<file path="src/rtl/tone_sequencer_if.sv">
// Playback-control, pattern-write and step-output signals of tone_sequencer.
// The master side is the controlling logic (top-level FSM / pattern loader).
// The slave side is the sequencer itself.
interface tone_sequencer_if #(
    parameter int DEPTH    = 16,
    parameter int PERIOD_W = 24,
    parameter int DUR_W    = 8
);
    localparam int AW = $clog2(DEPTH);

    logic                tick;
    logic                wr_en;
    logic [AW-1:0]       wr_addr;
    logic [PERIOD_W-1:0] wr_period;
    logic [DUR_W-1:0]    wr_dur;
    logic [AW:0]         seq_len;
    logic                start;
    logic                stop;
    logic [PERIOD_W-1:0] period_out;
    logic                gate;
    logic [AW-1:0]       step_idx;
    logic                step_pulse;
    logic                busy;
    logic                done;

    modport master (
        output tick, wr_en, wr_addr, wr_period, wr_dur, seq_len, start, stop,
        input  period_out, gate, step_idx, step_pulse, busy, done
    );

    modport slave (
        input  tick, wr_en, wr_addr, wr_period, wr_dur, seq_len, start, stop,
        output period_out, gate, step_idx, step_pulse, busy, done
    );
endinterface

</file>
<file path="src/rtl/tone_sequencer.sv">
// tone_sequencer: steps through a pattern memory of {period, duration} notes,
// advancing on tick pulses, and presents the current step's period and gate
// to the tone generator. Duration 0 is a one-tick rest (gate low).
// Build option: define SEQ_LOOP_EN to wrap from the last step back to step 0
// forever instead of stopping in DONE.
module tone_sequencer #(
    parameter int DEPTH    = 16,
    parameter int PERIOD_W = 24,
    parameter int DUR_W    = 8
) (
    input  logic            clk,
    input  logic            reset,
    tone_sequencer_if.slave bus
);
    localparam int AW = $clog2(DEPTH);

    typedef enum logic [1:0] {
        IDLE = 2'd0,
        PLAY = 2'd1,
        DONE = 2'd2
    } state_t;

    state_t              r_state;
    logic [PERIOD_W-1:0] r_mem_period [DEPTH];
    logic [DUR_W-1:0]    r_mem_dur    [DEPTH];
    logic [AW:0]         r_len;
    logic [AW-1:0]       r_step;
    logic [DUR_W-1:0]    r_tick_cnt;
    logic [PERIOD_W-1:0] r_period;
    logic                r_gate;
    logic                r_pulse;
    logic                r_busy;
    logic                r_done;

    logic [DUR_W-1:0]    w_cur_dur;
    logic [DUR_W-1:0]    w_last_cnt;
    logic                w_step_end;
    logic                w_last_step;
    logic [AW-1:0]       w_next_step;
    logic [AW:0]         w_len_clamped;
    logic                w_start_ok;

    assign w_cur_dur     = r_mem_dur[r_step];
    // A rest (dur 0) lasts one tick, same as dur 1.
    assign w_last_cnt    = (w_cur_dur == '0) ? '0 : w_cur_dur - 1'b1;
    assign w_step_end    = bus.tick && (r_tick_cnt == w_last_cnt);
    assign w_last_step   = (({1'b0, r_step} + (AW+1)'(1)) == r_len);
    assign w_next_step   = r_step + AW'(1);
    assign w_len_clamped = (bus.seq_len > (AW+1)'(DEPTH)) ? (AW+1)'(DEPTH) : bus.seq_len;
    assign w_start_ok    = bus.start && !bus.stop && (bus.seq_len != '0);

    assign bus.period_out = r_period;
    assign bus.gate       = r_gate;
    assign bus.step_idx   = r_step;
    assign bus.step_pulse = r_pulse;
    assign bus.busy       = r_busy;
    assign bus.done       = r_done;

    // Pattern memory: not reset, writable only while not playing.
    always_ff @(posedge clk) begin
        if (bus.wr_en && (r_state != PLAY)) begin
            r_mem_period[bus.wr_addr] <= bus.wr_period;
            r_mem_dur[bus.wr_addr]    <= bus.wr_dur;
        end
    end

    // Playback FSM with registered step outputs.
    always_ff @(posedge clk) begin
        if (reset) begin
            r_state    <= IDLE;
            r_len      <= '0;
            r_step     <= '0;
            r_tick_cnt <= '0;
            r_period   <= '0;
            r_gate     <= 1'b0;
            r_pulse    <= 1'b0;
            r_busy     <= 1'b0;
            r_done     <= 1'b0;
        end else begin
            r_pulse <= 1'b0;
            case (r_state)
                IDLE, DONE: begin
                    if (w_start_ok) begin
                        r_state    <= PLAY;
                        r_len      <= w_len_clamped;
                        r_step     <= '0;
                        r_tick_cnt <= '0;
                        r_period   <= r_mem_period[0];
                        r_gate     <= (r_mem_dur[0] != '0);
                        r_pulse    <= 1'b1;
                        r_busy     <= 1'b1;
                        r_done     <= 1'b0;
                    end
                end
                PLAY: begin
                    if (bus.stop) begin
                        r_state    <= IDLE;
                        r_step     <= '0;
                        r_tick_cnt <= '0;
                        r_period   <= '0;
                        r_gate     <= 1'b0;
                        r_busy     <= 1'b0;
                    end else if (w_step_end) begin
                        r_tick_cnt <= '0;
                        if (!w_last_step) begin
                            r_step   <= w_next_step;
                            r_period <= r_mem_period[w_next_step];
                            r_gate   <= (r_mem_dur[w_next_step] != '0);
                            r_pulse  <= 1'b1;
                        end else begin
`ifdef SEQ_LOOP_EN
                            r_step   <= '0;
                            r_period <= r_mem_period[0];
                            r_gate   <= (r_mem_dur[0] != '0);
                            r_pulse  <= 1'b1;
`else
                            r_state  <= DONE;
                            r_period <= '0;
                            r_gate   <= 1'b0;
                            r_busy   <= 1'b0;
                            r_done   <= 1'b1;
`endif
                        end
                    end else if (bus.tick) begin
                        r_tick_cnt <= r_tick_cnt + 1'b1;
                    end
                end
                default: begin
                    r_state <= IDLE;
                end
            endcase
        end
    end
endmodule

</file>
<file path="src/flat_wrapper.sv">
// flat-port wrapper written by rule: the top's interface ports become plain ports
module tone_sequencer_flat 
#(
    parameter int DEPTH    = 16,
    parameter int PERIOD_W = 24,
    parameter int DUR_W    = 8
)
  (clk, reset, bus_tick, bus_wr_en, bus_wr_addr, bus_wr_period, bus_wr_dur, bus_seq_len, bus_start, bus_stop, bus_period_out, bus_gate, bus_step_idx, bus_step_pulse, bus_busy, bus_done);
  tone_sequencer_if #(.DEPTH(DEPTH), .PERIOD_W(PERIOD_W), .DUR_W(DUR_W)) bus_i ();
  input  logic clk;
  input  logic reset;
  input wire logic [$bits(bus_i.tick)-1:0] bus_tick;
  input wire logic [$bits(bus_i.wr_en)-1:0] bus_wr_en;
  input wire logic [$bits(bus_i.wr_addr)-1:0] bus_wr_addr;
  input wire logic [$bits(bus_i.wr_period)-1:0] bus_wr_period;
  input wire logic [$bits(bus_i.wr_dur)-1:0] bus_wr_dur;
  input wire logic [$bits(bus_i.seq_len)-1:0] bus_seq_len;
  input wire logic [$bits(bus_i.start)-1:0] bus_start;
  input wire logic [$bits(bus_i.stop)-1:0] bus_stop;
  output wire logic [$bits(bus_i.period_out)-1:0] bus_period_out;
  output wire logic [$bits(bus_i.gate)-1:0] bus_gate;
  output wire logic [$bits(bus_i.step_idx)-1:0] bus_step_idx;
  output wire logic [$bits(bus_i.step_pulse)-1:0] bus_step_pulse;
  output wire logic [$bits(bus_i.busy)-1:0] bus_busy;
  output wire logic [$bits(bus_i.done)-1:0] bus_done;
  assign bus_i.tick = bus_tick;
  assign bus_i.wr_en = bus_wr_en;
  assign bus_i.wr_addr = bus_wr_addr;
  assign bus_i.wr_period = bus_wr_period;
  assign bus_i.wr_dur = bus_wr_dur;
  assign bus_i.seq_len = bus_seq_len;
  assign bus_i.start = bus_start;
  assign bus_i.stop = bus_stop;
  assign bus_period_out = bus_i.period_out;
  assign bus_gate = bus_i.gate;
  assign bus_step_idx = bus_i.step_idx;
  assign bus_step_pulse = bus_i.step_pulse;
  assign bus_busy = bus_i.busy;
  assign bus_done = bus_i.done;
  tone_sequencer #(.DEPTH(DEPTH), .PERIOD_W(PERIOD_W), .DUR_W(DUR_W)) u_core (.clk(clk), .reset(reset), .bus(bus_i));
endmodule
</file>
<file path="config.mk">
export PLATFORM = sky130hd
export DESIGN_NAME = tone_sequencer_flat
export DESIGN_NICKNAME = d
export VERILOG_FILES = /design/src/rtl/tone_sequencer_if.sv /design/src/rtl/tone_sequencer.sv /design/src/flat_wrapper.sv
export SDC_FILE = /design/constraint.sdc
export NUM_CORES = 1
export LEC_CHECK = 0
export BUFFER_PORTS_ARGS = -buffer_cell sky130_fd_sc_hd__buf_4
export CAP_MARGIN = 0
export CORE_MARGIN = 5
export CORE_UTILIZATION = 50
export CTS_CLUSTER_DIAMETER = 80
export DETAILED_ROUTE_END_ITERATION = 6
export GPL_ROUTABILITY_DRIVEN = 0
export PLACE_DENSITY_LB_ADDON = 0.15
export SLEW_MARGIN = 20
export SYNTH_ARGS = -nofsm -noshare
export SYNTH_HDL_FRONTEND = slang
export SYNTH_SLANG_ARGS = --single-unit
</file>
<file path="constraint.sdc">
create_clock -name clk -period 7.67 [get_ports clk]
set_input_delay 0.3835 -clock clk [delete_from_list [all_inputs] [get_ports clk]]
set_output_delay 0.3835 -clock clk [all_outputs]
set_load 0.02 [all_outputs]
</file>
==> results.md, run 1 <==
* Inst Count DP at 1831
* Final min period at 5530 ps
* Max cap viols at 0
* Netlist cell types at 64
* CP bufs+invs at 1
* CP arrival at just over 6000 ps
* Setup Total Neg Slack at 0 ps
* Hold Startpoint: bus_wr_period[3]
* Clock transition at path regs at 60 ps
* Routed WL per cell at 28.3 um
* I/O pin cnt at 79
* Hold Fails Final Rpt at 0
* PwrDens at 242 mW/mm^2
* Drt initial violations at 1225
* Worst reg2reg endpoint: u_core.bus.period_out[7]$_SDFFE_PP0P_
* FF+latch count, synth at 563
* Syn Nets at roughly 1.2k
* Top-count cell post-synth: edfxtp_1
* Comb pwr share at 3.5%
* HPWL Detailed at 32500 um
* Max clock buf depth at 3
* Crit share post-route at 72.1%
* Seq pwr share at 54.4%
* Family with the most delay on the worst path: compound AO/OA/AOI/OAI gates
* Met1 Resource Use GR at between 30% and 40%
* Setup crit end kind: flip-flop
* Worst R2R Path Depth at 14
* Vias in the first global route at 12.3k
* CP peak stage delay at 770 ps
* Part of the Yosys area used for sequential elements at between 70% and 80%
* Async set-reset flop share out of synthesis at 0%
* Die area at between 0.04 and 0.05 sq mm
* Vias per cell at 6.19
* Yosys warns at 0
* Initial antenna violation count at 1
* DRC errors left at 0
* Pins Over Slew Limit at 0
* CTS buffer count at 57
* Slowest CP cell: a21o_1
* Ant. Diodes at 0
* WP data required at 8180 ps
* Final hold slack at 63.0 ps
* M3 GR Usage at 4.14%
* Yosys top cell by area: edfxtp_1
* Min-Delay Path Depth at 1
* Synthesized area at 0.0228 sq mm
* Synth top cells by count: edfxtp_1 (512), mux4_2 (147), a211oi_1 (51), dfxtp_1 (51), clkbuf_1 (39)
* Total congestion overflow at 0
* Post-CTS Resized at 0
* Slew @ Worst Pin at 1060 ps
* Ranking of synthesized cells by area: edfxtp_1 (68%), mux4_2 (15%), dfxtp_1 (4.5%)
* Root buffer cell: clkbuf_16
* CTS tree: yes
* # clock sinks at 563
* Final setup violation count at 0
* Internal power at 0.00497 W
* Psw at ~0.0013 W
* Global-route wire length before repair at approximately 81000 um
* Wirelength, routed at 54800 um
* Depth of the CTS H-tree at 2
* Syn-to-layout area delta at 14.2%
* Type of the tightest min-delay check: in2reg
* Worst skew pair latency at approximately 620 ps
* Rel. slew slack at 29.2%
* Mapped Avg Cell Area at between 15 and 20 sq um
* GRT busiest layer: met2
* Num rows at slightly below 80
* Largest net degree at the start of global routing at 57
* Share of cells above drive strength 1 at 28.7%
* Setup Buffers After CTS at 0
* Max frequency at 181 MHz
* Max FO, Critical Path at 37
* Worst Setup Start Kind: flip-flop
* RSZ-0062 raised after global routing: false
* Nets at 1340
* GR Layer Usage met2 at 35.4%
* Synth top area share at between 60% and 70%
* Count of buffers from port buffering at 78
* Cells after synthesis at ~1.2k
* Final ANT Viol Nets at 0
* WS Path Type: reg2reg
* Leak pwr at 8.06 nW
* Die Span Y at 223 um
* Main synth FF type: edfxtp_1
* Clock share of power at between 40% and 50%
* Clk_skew at between 20 and 25 ps
* Switching share of total power at 21.0%
* GRT Util Overall at a little over a fifth
* Hold path endpoint: u_core.r_mem_period[8][3]$_DFFE_PP_
* Chip width at approximately 220 um
* Initial core utilization at a little over 50%
* Hold buffer count at CTS at 0
* Cells along the critical path: buf_4, mux2i_1, a221oi_1, a21oi_1, or2_2, ha_1, nand2_1, a211oi_2, and2_1, or4_1, o21ai_1, nand4_4, a21o_1, a211oi_1
* Status: completed
* Area of the core at 0.0452 sq mm
* DR pass1 iterations at 7
* Max VDD drop at 0.185 mV
* R2R setup slack at 2140 ps
* Via count at 12.0k
* Finished Layout Cells at 1936
* Post-synth EDFFs at 512
-- sequential cells by signal, indices dropped and copies added, names as in the netlist, named ones only --
name / flops
u_core.r_state: 2
u_core.bus.period_out: 24
u_core.bus.gate: 1
u_core.bus.step_pulse: 1
u_core.r_mem_dur: 128
u_core.r_len: 5
u_core.r_mem_period: 384
u_core.bus.done: 1
u_core.bus.busy: 1
u_core.r_tick_cnt: 8
u_core.bus.step_idx: 4
-- cell usage in the layout, fill, tap and decap left out, types with 6 or more instances in the layout --
master and instances:
clkinvlp_4 6, clkbuf_16 57, a22o_1 30, clkinv_2 12
nor2b_1 6, xnor2_1 8, nand2_1 29, xor2_1 9
o21ai_0 14, a211oi_1 51, nand3_1 14, clkinv_1 9
nor2_1 19, inv_1 32, nor4_1 33, nor2_4 13
dfxtp_1 49, edfxtp_1 512, buf_4 111, mux4_2 147
mux2i_1 27, clkbuf_1 15, nand2b_1 8, nor3_1 10
a221oi_1 7, or2_2 7, a21oi_1 12, nand4_1 6
-- stage by stage --
stage | utilization [%] | setup WS [ps] | total power, W | instance area (sq um)
after global placement | 53.6 | 2320 | 0.00370 | 24200
after global routing | 57.5 | 1760 | 0.00650 | 26000
after floorplan | - | 3670 | 0.00357 | 22800
after detailed placement | 53.6 | 2190 | 0.00370 | 24200
final | 57.5 | 2140 | 0.00629 | 26000
after CTS | 57.5 | 2170 | 0.00635 | 26000
-- cell families after synthesis --
family                   share of synthesized area, %
flip-flops                                       72.1
AND/OR/NAND/NOR                                  4.38
multiplexers                                     15.9
AO/OA/AOI/OAI                                    4.88
buffers and inverters                            1.89
XOR/XNOR                                        0.731
adder cells (fa/ha/maj)                         0.165
-- worst max-delay path by stage --
stage	from	end	slack (ps)	cells after the start
finish	flip-flop	u_core.bus.period_out[7]$_SDFFE_PP0P_	2140	14
global route	flip-flop	u_core.bus.period_out[7]$_SDFFE_PP0P_	1760	14
CTS	flip-flop	u_core.bus.period_out[7]$_SDFFE_PP0P_	2170	14
detailed placement	flip-flop	u_core.bus.gate$_SDFFE_PP0P_	2190	14
global placement	flip-flop	u_core.bus.period_out[5]$_SDFFE_PP0P_	2320	14
floorplan	flip-flop	flip-flop	3670	15
-- layer usage --
layer  share of wire, %  up-vias  wire, um
li1                   -     5155         -
met1                 41     6282     22700
met2                 49      458     27000
met3                6.6       96      3590
met4                2.8        2      1520
met5              0.020        -        11
-- area by class of cell --
type / count / area, sq um
Timing Repair Buffer: 111 / 833
Inverter: 33 / 124
Multi-Input combinational cell: 524 / 6110
Clock inverter: 33 / 293
Fill cell: 3400 / 19200
Clock buffer: 72 / 1480
Tap cell: 600 / 751
Sequential cell: 563 / 16400
-- power groups by stage --
stage | Clock [W] | Combinational, W | Sequential, W
2_1_floorplan | 0 | 0.0000776 | 0.00349
3_3_place_gp | 0 | 0.000214 | 0.00348
3_5_place_dp | 0 | 0.000219 | 0.00348
4_1_cts | 0.00271 | 0.000219 | 0.00342
5_1_grt | 0.00285 | 0.000233 | 0.00342
6_report | 0.00265 | 0.000217 | 0.00342
(Power assumes the default switching activity.)
==> run 2, diff against run 1 <==
==> constraint.sdc (replaced) <==
create_clock -name clk -period 5.64 [get_ports clk]
set_input_delay 0.282 -clock clk [delete_from_list [all_inputs] [get_ports clk]]
set_output_delay 0.282 -clock clk [all_outputs]
set_load 0.02 [all_outputs]
==> results.md, run 2 (synthesis gave the netlist of run 1 again) <==
* Chip width at 223 um (unchanged)
* Count of buffers from port buffering at 78 (unchanged)
* Setup crit end kind: flip-flop (unchanged)
* Vias in the first global route at 12.7k (was 12.3k)
* Vias per cell at 6.17 (was 6.19)
* RSZ-0062 raised after global routing: false (unchanged)
* CP arrival at 5210 ps (was 6040 ps)
* PwrDens at 326 mW/mm^2 (was 242 mW/mm^2)
* Drt initial violations at 1364 (was 1225)
* Flip-flop count of the largest register after layout at 384 (unchanged)
* Area of the core at 0.0452 sq mm (unchanged)
* HPWL Detailed at 33400 um (was 32500 um)
* I/O pin cnt at 79 (unchanged)
* Worst skew pair latency at 610 ps (was 620 ps)
* Clk_skew at 18.3 ps (was 22.5 ps)
* WP data required at 6150 ps (was 8180 ps)
* Nets at 1376 (was 1340)
* Clock transition at path regs at 60 ps (about the same)
* Slew @ Worst Pin at 1030 ps (was 1060 ps)
* Max cap viols at 0 (unchanged)
* Status: completed (unchanged)
* Worst Setup Start Kind: flip-flop (unchanged)
* DR pass1 iterations at 5 (was 7)
* Root buffer cell: clkbuf_16 (unchanged)
* Initial antenna violation count at 1 (unchanged)
* Syn-to-layout area delta at 16.1% (was 14.2%)
* Final hold slack at 20.6 ps (was 63.0 ps)
* Leak pwr at 8.24 nW (was 8.06 nW)
* Depth of the CTS H-tree at 2 (unchanged)
* Type of the tightest min-delay check: in2reg (unchanged)
* Setup Total Neg Slack at 0 ps (unchanged)
* Initial core utilization at 50.4% (unchanged)
* Post-CTS Resized at 0 (unchanged)
* Rel. slew slack at 31.2% (was 29.2%)
* CTS buffer count at 57 (unchanged)
* Hold buffer count at CTS at 33 (was 0)
* Final core area utilization at 58.5% (was 57.5%)
* Slowest CP cell: dfxtp_2 (was a21o_1)
* Largest net degree at the start of global routing at 111 (was 57)
* Pins Over Slew Limit at 0 (unchanged)
* Share of cells above drive strength 1 at 27.7% (was 28.7%)
* Max frequency at 213 MHz (was 181 MHz)
* WS Path Type: reg2reg (unchanged)
* Die Span Y at 223 um (unchanged)
* Max clock buf depth at 3 (unchanged)
* Via count at 12.2k (was 12.0k)
* CP peak stage delay at 700 ps (was 770 ps)
* Largest Register: u_core.r_mem_period (unchanged)
* Cells along the critical path: buf_12, mux4_2, o22ai_1, a21o_1, nor4bb_1, nand3_1, o31a_1, a211oi_1, nand4_4, buf_4, a21o_2, a211oi_1 (was buf_4, mux2i_1, a221oi_1, a21oi_1, or2_2, ha_1, nand2_1, a211oi_2, and2_1, or4_1, o21ai_1, nand4_4, a21o_1, a211oi_1)
* Setup Buffers After CTS at 0 (unchanged)
* Hold Fails Final Rpt at 0 (unchanged)
* Most frequent cells in the layout: edfxtp_1 (512), mux4_2 (147), buf_4 (111), clkbuf_16 (58), a211oi_1 (51) (was edfxtp_1 (512), mux4_2 (147), buf_4 (111), clkbuf_16 (57), a211oi_1 (51))
* Max FO, Critical Path at 25 (was 37)
* Most common cell after layout, fill and taps aside: edfxtp_1 (unchanged)
* Die area at 0.0499 sq mm (unchanged)
* Num rows at 78 (unchanged)
* Crit share post-route at 83.3% (was 72.1%)
* Final ANT Viol Nets at 0 (unchanged)
* Most used cell, CP: a211oi_1
* Routed WL per cell at 28.3 um (about the same)
* # clock sinks at 563 (unchanged)
* DRC errors left at 0 (unchanged)
* CTS tree: yes (unchanged)
* Final setup violation count at 0 (unchanged)
* Total congestion overflow at 0 (unchanged)
* Final min period at 4700 ps (was 5530 ps)
* Wirelength, routed at 56000 um (was 54800 um)
* Max VDD drop at 0.253 mV (was 0.185 mV)
* GRT Util Overall at 22.4% (was 21.8%)
* Global-route wire length before repair at 83000 um (was 80600 um)
==> run 2: changes by cell type in the layout (fill, tap and decap cells not counted), moves of 2 or more <==
cell and delta:
clkinvlp_4 -4, clkinv_1 +5, clkbuf_8 +2, clkinv_2 -6, inv_6 -2, buf_12 +3, clkbuf_1 +4, dlygate4sd3_1 +33
==> run 2: area by class of cell <==
type                       instances  area [sq um]
multi-input combinational        524          6110
fill                            3325         18800
tap                              600           751
clock buffer                      79          1550
clock inverter                    28           262
inverter                          33           124
sequential                       563         16400
timing repair buffer             147          1220
antenna                            1          2.50
==> run 2: per-stage QoR <==
stage	setup WS [ps]	instances	total power, W	cell area (sq um)
floorplan	1640	1188	0.00485	22800
global placement	865	1834	0.00503	24300
detailed placement	744	1834	0.00504	24300
CTS	719	1974	0.00868	26400
global route	635	1975	0.00890	26400
finish	943	1975	0.00863	26400
==> run 2: power breakdown <==
part	internal (W)	switching, W	total, W
sequential	0.00462	0.0000344	0.00465
clock	0.00211	0.00155	0.00366
combinational	0.000110	0.000208	0.000318
total	0.00683	0.00179	0.00863
==> run 2: routing by layer <==
layer | global-route usage, % | part of all wire [%] | vias up
met2 | 36.1 | 49 | 467
met5 | 0 | 0 | -
li1 | - | - | 5220
met3 | 3.86 | 6.8 | 75
met4 | 5.69 | 2.0 | 0
met1 | 32.2 | 42 | 6432
==> run 2: final timing paths <==
path                                                                to  cells past startpoint  slack, ps                                  start
worst max-delay path            u_core.bus.period_out[22]$_SDFFE_PP0P_                     12        940                              flip-flop
worst min-delay path                  u_core.r_mem_dur[0][0]$_DFFE_PP_                      1         20                          bus_wr_dur[0]
worst max register to register  u_core.bus.period_out[22]$_SDFFE_PP0P_                     12        940                              flip-flop
worst min register to register   u_core.bus.period_out[6]$_SDFFE_PP0P_                      2        460  u_core.bus.period_out[6]$_SDFFE_PP0P_
==> run 2: worst max-delay path: cells and delay by family (launching register included) <==
family	cells	cell delay, ps
AO/OA/AOI/OAI	6	1900
buffers and inverters	2	520
flip-flops	1	700
multiplexers	1	520
AND/OR/NAND/NOR	3	910
